<file path="src/rtl/pipeline_tracker.sv">
// pipeline_tracker: shadows a CPU pipeline and tags each instruction with an ID and per-stage entry stamps; emits one retire record per completed instruction
module pipeline_tracker #(
  parameter int NUM_STAGES  = 5,
  parameter int ID_W        = 8,
  parameter int CYC_W       = 16,
  parameter int RFIFO_DEPTH = 4,
  parameter int CNT_W       = 32
) (
  input  logic                        clk,
  input  logic                        rst_n,
  input  logic                        fetch_valid,
  output logic                        fetch_ready,
  input  logic [NUM_STAGES-1:0]       stall,
  input  logic [NUM_STAGES-1:0]       flush,
  output logic                        ret_valid,
  input  logic                        ret_ready,
  output logic [ID_W-1:0]             ret_id,
  output logic [NUM_STAGES*CYC_W-1:0] ret_stamps,
  output logic [$clog2(NUM_STAGES+1)-1:0] in_flight,
  output logic [CNT_W-1:0]            retired_cnt,
  output logic [CNT_W-1:0]            flushed_cnt,
  output logic [CNT_W-1:0]            drop_cnt,
  output logic                        overflow
);
  localparam int IFW = $clog2(NUM_STAGES + 1);
  localparam int AW  = $clog2(RFIFO_DEPTH);
  typedef logic [NUM_STAGES-1:0][CYC_W-1:0] stamps_t;

  logic [CYC_W-1:0]      cyc;
  logic [ID_W-1:0]       next_id;
  logic [NUM_STAGES-1:0] v, hold, in_v;
  logic [ID_W-1:0]       id    [NUM_STAGES];
  stamps_t               st    [NUM_STAGES];
  logic [ID_W-1:0]       in_id [NUM_STAGES];
  stamps_t               in_st [NUM_STAGES];
  logic [ID_W-1:0]       mem_id [RFIFO_DEPTH];
  stamps_t               mem_st [RFIFO_DEPTH];
  logic [AW-1:0]         wp, rp;
  logic [AW:0]           cnt;
  logic                  push, pop, wr, full;
  logic [IFW-1:0]        kills;

  function automatic logic [CNT_W-1:0] sat_add(input logic [CNT_W-1:0] a, input logic [CNT_W-1:0] b);
    logic [CNT_W:0] s;
    s = {1'b0, a} + {1'b0, b};
    return s[CNT_W] ? '1 : s[CNT_W-1:0];
  endfunction

  // hold[s] is the OR of this and every later stall; each stage's candidate entry comes from the stage before it (or the fetch port)
  always_comb begin
    hold = '0;
    in_v = '0;
    for (int s = 0; s < NUM_STAGES; s++) begin
      hold[s] = |(stall >> s);
    end
    in_v[0] = fetch_valid && !hold[0];
    in_id[0] = next_id;
    in_st[0] = '0;
    in_st[0][0] = cyc;
    for (int s = 1; s < NUM_STAGES; s++) begin
      in_v[s] = v[s-1] && !flush[s-1] && !hold[s-1];
      in_id[s] = id[s-1];
      in_st[s] = st[s-1];
      in_st[s][s] = cyc;
    end
  end

  assign fetch_ready = !hold[0];
  assign push  = v[NUM_STAGES-1] && !flush[NUM_STAGES-1] && !hold[NUM_STAGES-1];
  assign full  = cnt == (AW+1)'(RFIFO_DEPTH);
  assign pop   = ret_valid && ret_ready;
  assign wr    = push && (!full || pop);
  assign kills = IFW'($countones(v & flush));
  assign in_flight  = IFW'($countones(v));
  assign ret_valid  = cnt != '0;
  assign ret_id     = ret_valid ? mem_id[rp] : '0;
  assign ret_stamps = ret_valid ? mem_st[rp] : '0;

  // shadow stages: a held stage keeps its entry unless flushed; an unheld stage takes its candidate (a bubble if none)
  always_ff @(posedge clk or negedge rst_n) begin
    if (!rst_n) begin
      v <= '0;
      cyc <= '0;
      next_id <= '0;
      for (int s = 0; s < NUM_STAGES; s++) begin
        id[s] <= '0;
        st[s] <= '0;
      end
    end else begin
      cyc <= cyc + CYC_W'(1);
      if (in_v[0]) next_id <= next_id + ID_W'(1);
      for (int s = 0; s < NUM_STAGES; s++) begin
        if (!hold[s]) begin
          v[s] <= in_v[s];
          id[s] <= in_id[s];
          st[s] <= in_st[s];
        end else if (flush[s]) v[s] <= 1'b0;
      end
    end
  end

  // retire FIFO pointers, occupancy and statistics; a pop frees a slot for a same-edge push
  always_ff @(posedge clk or negedge rst_n) begin
    if (!rst_n) begin
      wp <= '0;
      rp <= '0;
      cnt <= '0;
      retired_cnt <= '0;
      flushed_cnt <= '0;
      drop_cnt <= '0;
      overflow <= 1'b0;
    end else begin
      if (wr) wp <= wp + AW'(1);
      if (pop) rp <= rp + AW'(1);
      cnt <= cnt + (AW+1)'(wr) - (AW+1)'(pop);
      retired_cnt <= sat_add(retired_cnt, CNT_W'(wr));
      flushed_cnt <= sat_add(flushed_cnt, CNT_W'(kills));
      if (push && !wr) begin
        drop_cnt <= sat_add(drop_cnt, CNT_W'(1));
        overflow <= 1'b1;
      end
    end
  end

  // record storage needs no reset: reads are gated by ret_valid
  always_ff @(posedge clk) begin
    if (wr) begin
      mem_id[wp] <= id[NUM_STAGES-1];
      mem_st[wp] <= st[NUM_STAGES-1];
    end
  end
endmodule

</file>
<file path="config.mk">
export PLATFORM = sky130hd
export DESIGN_NAME = pipeline_tracker
export DESIGN_NICKNAME = d
export VERILOG_FILES = /design/src/rtl/pipeline_tracker.sv
export SDC_FILE = /design/constraint.sdc
export NUM_CORES = 1
export LEC_CHECK = 0
export CAP_MARGIN = 20
export CELL_PAD_IN_SITES_DETAIL_PLACEMENT = 1
export CELL_PAD_IN_SITES_GLOBAL_PLACEMENT = 1
export CORE_MARGIN = 1.5
export CORE_UTILIZATION = 50
export DETAILED_ROUTE_END_ITERATION = 12
export GPL_ROUTABILITY_DRIVEN = 0
export PLACE_DENSITY = 0.84
export SLEW_MARGIN = 10
export SYNTH_ARGS = -nofsm -noshare
export SYNTH_HDL_FRONTEND = slang
export SYNTH_SLANG_ARGS = --single-unit
</file>
<file path="constraint.sdc">
create_clock -name clk -period 7.6 [get_ports clk]
set_input_delay 1.52 -clock clk [delete_from_list [all_inputs] [get_ports clk]]
set_output_delay 1.52 -clock clk [all_outputs]
set_load 0.03 [all_outputs]
</file>
Word level (Yosys, flattened, before mapping)
Memory sizes are Yosys's and may differ from the RTL's.
Cells that the tools add are included.
Widths: inputs -> output; s select.
{"block": "totals", "ramBits": 352, "elab_cells": 109, "in_bits": 14, "mem_count": 2, "register_bits": 413}
{"memory": "mem_st", "depth": 4, "word_bits": 80, "read_ports": 1, "rd_clocked_by_memory_dff": 0, "wr": 1, "line": "37", "source": "stamps_t mem_st [RFIFO_DEPTH];"}
{"memory": "mem_id", "depth": 4, "word_bits": 8, "read_ports": 1, "rd_clocked_by_memory_dff": 0, "wr": 1, "line": "36", "source": "logic [ID_W-1:0] mem_id [RFIFO_DEPTH];"}
{"block": "classes", "n_reduce_logical": 32, "eq_ne": 6, "addsub": 17, "n_mux": 17, "bitwise": 1}
{"op": "$mux 32", "count": 3}
{"op": "$mux 80", "count": 1}
{"op": "$add 32x1->33", "count": 1}
{"op": "$add 32x1->33 const B", "count": 1}
{"op": "$add 32x3->33", "count": 1}
{"op": "$add 16x1->16 const B", "count": 1}
{"op": "$logic_and 1x1->1", "count": 14}
{"op": "$logic_not 1->1", "count": 12}
{"op": "$mux 1", "count": 12}
{"op": "$add 3x1->3", "count": 3}
{"op": "$add 1x1->2", "count": 4}
{"op": "$add 8x1->8 const B", "count": 1}
{"op": "$mux 8", "count": 1}
{"op": "$ne 2x2->1 const B", "count": 4}
{"op": "$add 2x2->3", "count": 2}
{"op": "$and 5x5->5", "count": 1}
{"op": "$reduce_or 5->1", "count": 1}
{"op": "$add 2x1->2 const B", "count": 2}
{"op": "$reduce_or 4->1", "count": 1}
{"op": "$eq 3x3->1 const B", "count": 1}
{"op": "$reduce_bool 3->1", "count": 1}
{"op": "$reduce_or 3->1", "count": 1}
{"op": "$sub 3x1->3", "count": 1}
{"op": "$ne 2x1->1 const B", "count": 1}
{"op": "2 further kinds", "count": 2}

Longest topological paths before layout
Gate-level depths: netlist (run 1).
{"block": "depth", "depth_word": 6, "ltp_mapped": 13, "mapped_depth_nobuf": 10}

Worst setup path before layout (run 1)
Ideal clock, no wire load.
{"block": "synth_timing", "kind": "input -> register", "start": "input stall[4]", "end": "memory mem_id[0][0], enable pin", "path_buffers": 2, "stages": 5, "setup_time_ns": 0.456, "setup_slack_ns": 2.589, "t_arrival_ns": 4.555, "path_cell_list": "buf_2 -> or3b_1 -> buf_2 -> nor2_1 -> and2_1"}
{"block": "synth_via", "elab_chain_cells": 5}
{"item": "start, declared", "line": "13", "source": "input logic [NUM_STAGES-1:0] stall,"}
{"item": "$logic_not 1->1"}
{"item": "$logic_and 1x1->1", "line": "69", "source": "assign push = v[NUM_STAGES-1] && !flush[NUM_STAGES-1] && !hold[NUM_STAGES-1];"}
{"item": "$logic_and 1x1->1", "line": "72", "source": "assign wr = push && (!full || pop);"}
{"item": "net wr", "line": "40", "source": "logic push, pop, wr, full;"}
{"item": "$mux 1", "line": "127", "source": "if (wr) begin"}
{"item": "$mux 1 (not written as such)", "line": "128", "source": "mem_id[wp] <= id[NUM_STAGES-1];"}
{"item": "end, declared", "line": "36"}
The timed path passes the listed nets, and every way through them passes these cells.

Worst setup path after layout (run 1)
{"block": "layout_timing", "start": "input stall[3]", "end": "output fetch_ready"}
{"block": "layout_via", "elab_chain_cells": 2}
{"item": "$reduce_or 5->1", "line": "54", "source": "hold[s] = |(stall >> s);"}
{"item": "$logic_not 1->1"}
{"item": "end, declared", "line": "12", "source": "output logic fetch_ready,"}
No other way between the ends.

==> impl_results.md, run 1 <==
- Warnings, synthesis: 0
- Hpwl dp: 44130 um
- CTS resizes: 0
- GRT Overall Usage: 25.27%
- Placed cells: 2833
- Netlist cell types: 47
- Syn avg cell area: ~16 sq um
- Compound-Gate Fraction of Synth Area: less than 1%
- Most used flip-flop cell after synthesis: dfrtp_1
- Die Wd: between 200 and 250 um
- Routed WL: 76630 um
- Mapped cell area: between 30000 and 40000 sq um
- Area share of fa/ha/maj cells after synthesis: 1.062%
- Port bufs: about 200
- Number of global-route vias before repair: about 19000
- WL met2: 40300 um
- Finish-stage setup viols: 0
- Initial antenna violation count: 0
- Pin count of the biggest net entering global routing: 142
- Fmax: around 180 MHz
- Area after DPL: ~33000 sq um
- # IOs: 204
- Worst IR drop on VDD: 0.0001796 V
- Power share of the combinational group: 22.2%
- P&R area growth vs syn: 18.33%
- EDFF count, synth: about 350
- Post-CTS Repair Setup Buffers: 0
- Part of the power in the clock network: 35.2%
- XOR/XNOR Fraction of Synth Area: 2.875%
- Worst skew pair latency: ~630 ps
- Starting Density: 50.81%
- Mapped Cells: 1936
- DRT iter0 DRCs: 1070
- Actual slew at the worst max-slew pin: 1132 ps
- Met1 wire length: around 31000 um
- Uppermost layer routed: met4
- Worst relative slew slack: between 20% and 30%
- FP Rows: 89
- Leakage: between 15 and 20 nW
- Mean routed wirelength per cell: between 20 and 30 um
- Antenna viol nets, final: 0
- Hold WS: approximately 480 ps
- CTS buffer count: 77
- Crit path kind: in -> out
- Sequential cell area fraction in the yosys report: 69.32%
- Clk sinks: approximately 770
- Post-Synth Simple-Gate Area: between 9 and 10%
- Fin crit period: 5477 ps
- Worst Path Arrival: 3960 ps
- Routed wire length on met3: 3067 um
- CP max FO: 26
- RSZ-0062 raised after global routing: false
- DRC Markers: 0
- Grt ovf: 0
- Final TNS setup: 0 ps
- Final period util: 72.07%
- Startpoint Class: primary input
- Net Count, Synth: approximately 2000
- Layout cell share with drive strength beyond 1: roughly 22%
- Switching power: between 3 and 4 mW
- Chip Height: around 250 um
- Power density over the cells: 312.7 nW/um^2
- Layout Nets: 2180
- Sequential power share: 42.6%
- Largest family of logic cells by synthesized area: multiplexers
- Switching Share: 28.81%
- H-tree levels: 3
- Slew Limit Fails: 0
- First-pass GRT wire length: 119000 um
- Drt first pass iters: 5
- Status: completed
- Crit end category: output port
- Cts hold-fix bufs: 0
- Root Driver: clkbuf_16
- CTS tree: built
- Reg clk slew, reported paths: 60 ps
- # diodes: 0
- CORE AREA: between 50000 and 60000 sq um
- Number of vias per cell: 5.709
- Fin cells: 2981
- Design area: 35690 sq um
- P_int: 7.943 mW
- Die area: 61800 sq um
- Synthesized flop and latch total: 765
- Total number of vias: 17020
- Critical Path RT: about 6100 ps
- Final hold viol count: 0
- Max-Cap Viols: 0
- Bufs on Longest Clock Path: 3
- Asr flop ratio synth: between 50% and 60%
- Worst hold path class: reg -> reg
- Post-Route Skew: approximately 28 ps
- Mux cell area share after synthesis: between 15 and 20%
==> worst max-delay path: stages <==
cell	delay, ps
clkdlybuf4s50_1	450
or4_2	1080
nor2_4	210
clkdlybuf4s50_1	690
==> layer usage <==
metal / up-vias / global-route usage [%]
met5: - / 0
met4: 0 / 7.870
met3: 113 / 3.905
met2: 418 / 44.32
met1: 9096 / 32.48
li1: 7391 / -
==> layout make-up <==
class,count,area [sq um]
fillers,5366,23670
flip-flops and latches,765,20910
multi-input cells,1061,8852
clock buffers,106,2282
repair buffers,224,2267
well taps,773,967.2
clock inverters,37,347.8
inverters,15,56.30
==> state kept, by name, summed over array words and instances (netlist names) <==
register / count
cyc: 16
in_st: 160
overflow: 1
cnt: 3
st: 80
drop_cnt: 32
id: 40
next_id: 8
mem_st: 320
retired_cnt: 32
rp: 2
mem_id: 32
flushed_cnt: 32
v: 5
wp: 2
==> logic make-up (layout without fill, tap and decap cells) <==
family,Yosys count,in the layout
multiplexers,314,314
flip-flops,765,765
buffers and inverters,110,382
adder cells (fa/ha/maj),22,22
AO/OA/AOI/OAI,35,35
XOR/XNOR,99,99
AND/OR/NAND/NOR,591,591
==> power by group through the flow <==
| stage | Sequential [mW] | Clock (mW) | Combinational (mW) |
|---|---|---|---|
| final | 4.76 | 3.92 | 2.48 |
| after detailed placement | 4.84 | 0 | 2.48 |
| after global routing | 4.79 | 4.12 | 2.61 |
| after floorplan | 4.64 | 0 | 1.66 |
| after CTS | 4.76 | 3.98 | 2.52 |
| after global placement | 4.81 | 0 | 2.44 |
==> path summary, 6_finish.rpt <==
check                                        from                        end  slack [ps]  cells after the start
min in group asynchronous                   rst_n      in_st[14]$_DFFE_PN0P_         950                      1
max in group asynchronous                   rst_n  retired_cnt[19]$_DFF_PN0_        4950                      2
setup / recovery                         stall[3]                fetch_ready        2120                      4
hold reg to reg            next_id[7]$_DFFE_PN0P_     next_id[7]$_DFFE_PN0P_         480                      1
hold / removal             next_id[7]$_DFFE_PN0P_     next_id[7]$_DFFE_PN0P_         480                      1
setup reg to reg                 v[4]$_DFFE_PN0P_  retired_cnt[28]$_DFF_PN0_        3510                      9
==> metrics by stage <==
| stage | setup slack [ps] | power (mW) | utilization [%] |
|---|---|---|---|
| global route | 2060 | 11.52 | 60.12 |
| finish | 2123 | 11.16 | 60.12 |
| detailed placement | 1853 | 7.321 | 55.58 |
| global placement | 1920 | 7.251 | 55.53 |
| CTS | 2118 | 11.26 | 60.01 |
| floorplan | 2589 | 6.301 | - |
==> cell usage in the layout, fill, tap and decap left out, types with 6 or more instances in the layout <==
cell               n
nand2_1          293
fa_1               6
clkbuf_16         82
buf_4             14
clkinv_2          21
and3_1            23
ha_1              16
mux2_2           224
xor2_1            49
clkbuf_8          14
nor4_1             8
nor3_1            19
edfxtp_1         352
nor2_1            24
o21ai_0           19
clkbuf_1          10
and4_1            10
dfrtp_1          411
and2_1           100
xnor2_1           50
nand2b_1           7
nand4_1           37
inv_1             15
clkdlybuf4s50_1  201
mux4_2            88
nand3_1           41
==> synthesized netlist by cell type (11+ instances only) <==
library cell / n / area (sq um)
edfxtp_1: 352 / 10570
dfrtp_1: 413 / 10330
nand4_1: 37 / 231.5
ha_1: 16 / 200.2
xor2_1: 49 / 429.2
nor2_1: 25 / 93.84
mux2_2: 224 / 2522
o21ai_0: 19 / 95.09
mux4_2: 88 / 1982
nor3_1: 19 / 95.09
nand3_1: 41 / 205.2
xnor2_1: 50 / 437.9
inv_1: 15 / 56.30
buf_1: 11 / 41.29
and3_1: 23 / 143.9
nand2_1: 293 / 1100
clkbuf_1: 74 / 277.8
and2_1: 104 / 650.6
No activity file was read; power rests on OpenSTA's default activity.
==> inputs of run 2 (changes only) <==
==> constraint.sdc (replaced) <==
create_clock -name clk -period 5.2 [get_ports clk]
set_input_delay 1.04 -clock clk [delete_from_list [all_inputs] [get_ports clk]]
set_output_delay 1.04 -clock clk [all_outputs]
set_load 0.03 [all_outputs]
==> run 2 against run 1 <==
Combinational power grew 50%. Register-to-register slack lost 2200 ps. Die area is the same. Largest cell class unchanged. Critical path type is now reg -> out. Sequential power grew 45%.
==> impl_results.md, run 2 (same netlist as run 1, synthesis figures left out) <==
- Status: completed
- Switching Share: ~29%
- Antenna viol nets, final: 0
- Worst Path Arrival: 3360 ps
- Worst relative slew slack: 26.21%
- Mean routed wirelength per cell: 25.11 um
- Fmax: 227.4 MHz
- Post-CTS Repair Setup Buffers: 0
- R2R Setup Slk: 1320 ps
- Number of global-route vias before repair: 19520
- GRT Overall Usage: 24.82%
- Switching power: 4.651 mW
- Hpwl dp: 43570 um
- CORE AREA: 59350 sq um
- Initial antenna violation count: 0
- Final period util: 84.59%
- Actual slew at the worst max-slew pin: 1104 ps
- Root Driver: clkbuf_16
- Bufs on Longest Clock Path: 3
- Crit end category: output port
- # diodes: 0
- FP Rows: 89
- Clk sinks: around 770
- Worst IR drop on VDD: 0.0002593 V
- Routed WL: 75130 um
- CTS tree: built
- Fin crit period: 4399 ps
- Post-Route Skew: 33.21 ps
- Max FFs per register: 320
- Total number of vias: around 17000
- DRT iter0 DRCs: 1009
- Util after Layout: 60.11%
- First-pass GRT wire length: 116700 um
- Crit path kind: reg -> out
- H-tree levels: 3
- Layout cell share with drive strength beyond 1: roughly 22%
- Final TNS setup: 0 ps
- Die Wd: 248.6 um
- Grt ovf: 0
- RSZ-0062 raised after global routing: false
- Leakage: 15.18 nW
- Die area: 61800 sq um
- Sequential power share: 42.7%
- Final setup margin: 801.5 ps
- Max-Cap Viols: 0
- Hold WS: 466.6 ps
- Startpoint Class: flip-flop
- Critical Path RT: 4160 ps
- Worst skew pair latency: approximately 630 ps
- Starting Density: 50.81%
- Post-Place Setup Slack: 408.9 ps
- Power share of the combinational group: 22.9%
- CTS buffer count: 77
- Top reg by flops: mem_st
- Final hold viol count: 0
- Number of vias per cell: 5.728
- CTS resizes: 0
- Drt first pass iters: 5
- Finish-stage setup viols: 0
- Worst hold path class: reg -> reg
- # IOs: 204
- P&R area growth vs syn: 18.31%
- Power density over the cells: 453.5 nW/um^2
- Port bufs: 203
- Cts hold-fix bufs: 0
- Most common cell after layout, fill and taps aside: dfrtp_1
- Pin count of the biggest net entering global routing: 132
- CP max FO: 31
- Chip Height: ~250 um
- P_int: 11.53 mW
- Slew Limit Fails: 0
- Reg clk slew, reported paths: 60 ps
- Commonest non-fill, non-tap cells in the layout: dfrtp_1 (411), edfxtp_1 (352), nand2_1 (293), mux2_2 (224), clkdlybuf4s50_1 (201)
- Layout Nets: 2191
- Part of the power in the clock network: between 30% and 40%
- DRC Markers: 0
-- run 2: path summary, 6_finish.rpt --
| kind | start | end | cells after the start |
|---|---|---|---|
| max in group asynchronous | rst_n | retired_cnt[18]$_DFF_PN0_ | 2 |
| setup / recovery | rp[0]$_DFFE_PN0P_ | ret_stamps[16] | 4 |
| hold reg to reg | in_st[163]$_DFFE_PN0P_ | in_st[83]$_DFFE_PN0P_ | 2 |
| min in group asynchronous | rst_n | st[11]$_DFFE_PN0N_ | 1 |
| setup reg to reg | v[0]$_DFFE_PN0P_ | flushed_cnt[14]$_DFF_PN0_ | 10 |
| hold / removal | in_st[163]$_DFFE_PN0P_ | in_st[83]$_DFFE_PN0P_ | 2 |
-- run 2: per-layer routing --
| metal | wire (um) | vias up | global-route usage [%] |
|---|---|---|---|
| met5 | 0 | - | 0 |
| met2 | 39160 | 482 | 44.04 |
| met4 | 2357 | 0 | 9.483 |
| li1 | - | 7403 | - |
| met1 | 30100 | 9104 | 30.52 |
| met3 | 3509 | 150 | 4.103 |
-- run 2: area by class of cell --
cell class	instances	area [sq um]
clock inverter	33	307.8
multi-input combinational	1061	8847
tap	773	967.2
inverter	15	56.30
timing repair buffer	235	2372
fill	5425	23670
sequential	765	20910
clock buffer	110	2216
-- run 2: per-stage QoR --
step           std cells  power, mW  area (sq um)
2_1_floorplan       1936      9.225         30160
3_3_place_gp        2848      10.63         33150
3_5_place_dp        2848      10.75         33150
4_1_cts             2991      16.35         35670
5_1_grt             2992      16.72         35680
6_report            2992      16.18         35680
-- run 2: power groups by stage --
stage,Clock [mW],Sequential (mW),Combinational (mW)
after global placement,0,6.99,3.63
after global routing,5.86,6.95,3.91
after floorplan,0,6.79,2.44
final,5.56,6.91,3.71
after detailed placement,0,7.02,3.72
after CTS,5.65,6.92,3.78
-- run 2: critical path, cell delays in order (launching register included) --
cell and delay, ps:
dfrtp_4 890, buf_4 470, mux4_2 580, and2_1 180, clkdlybuf4s50_1 590
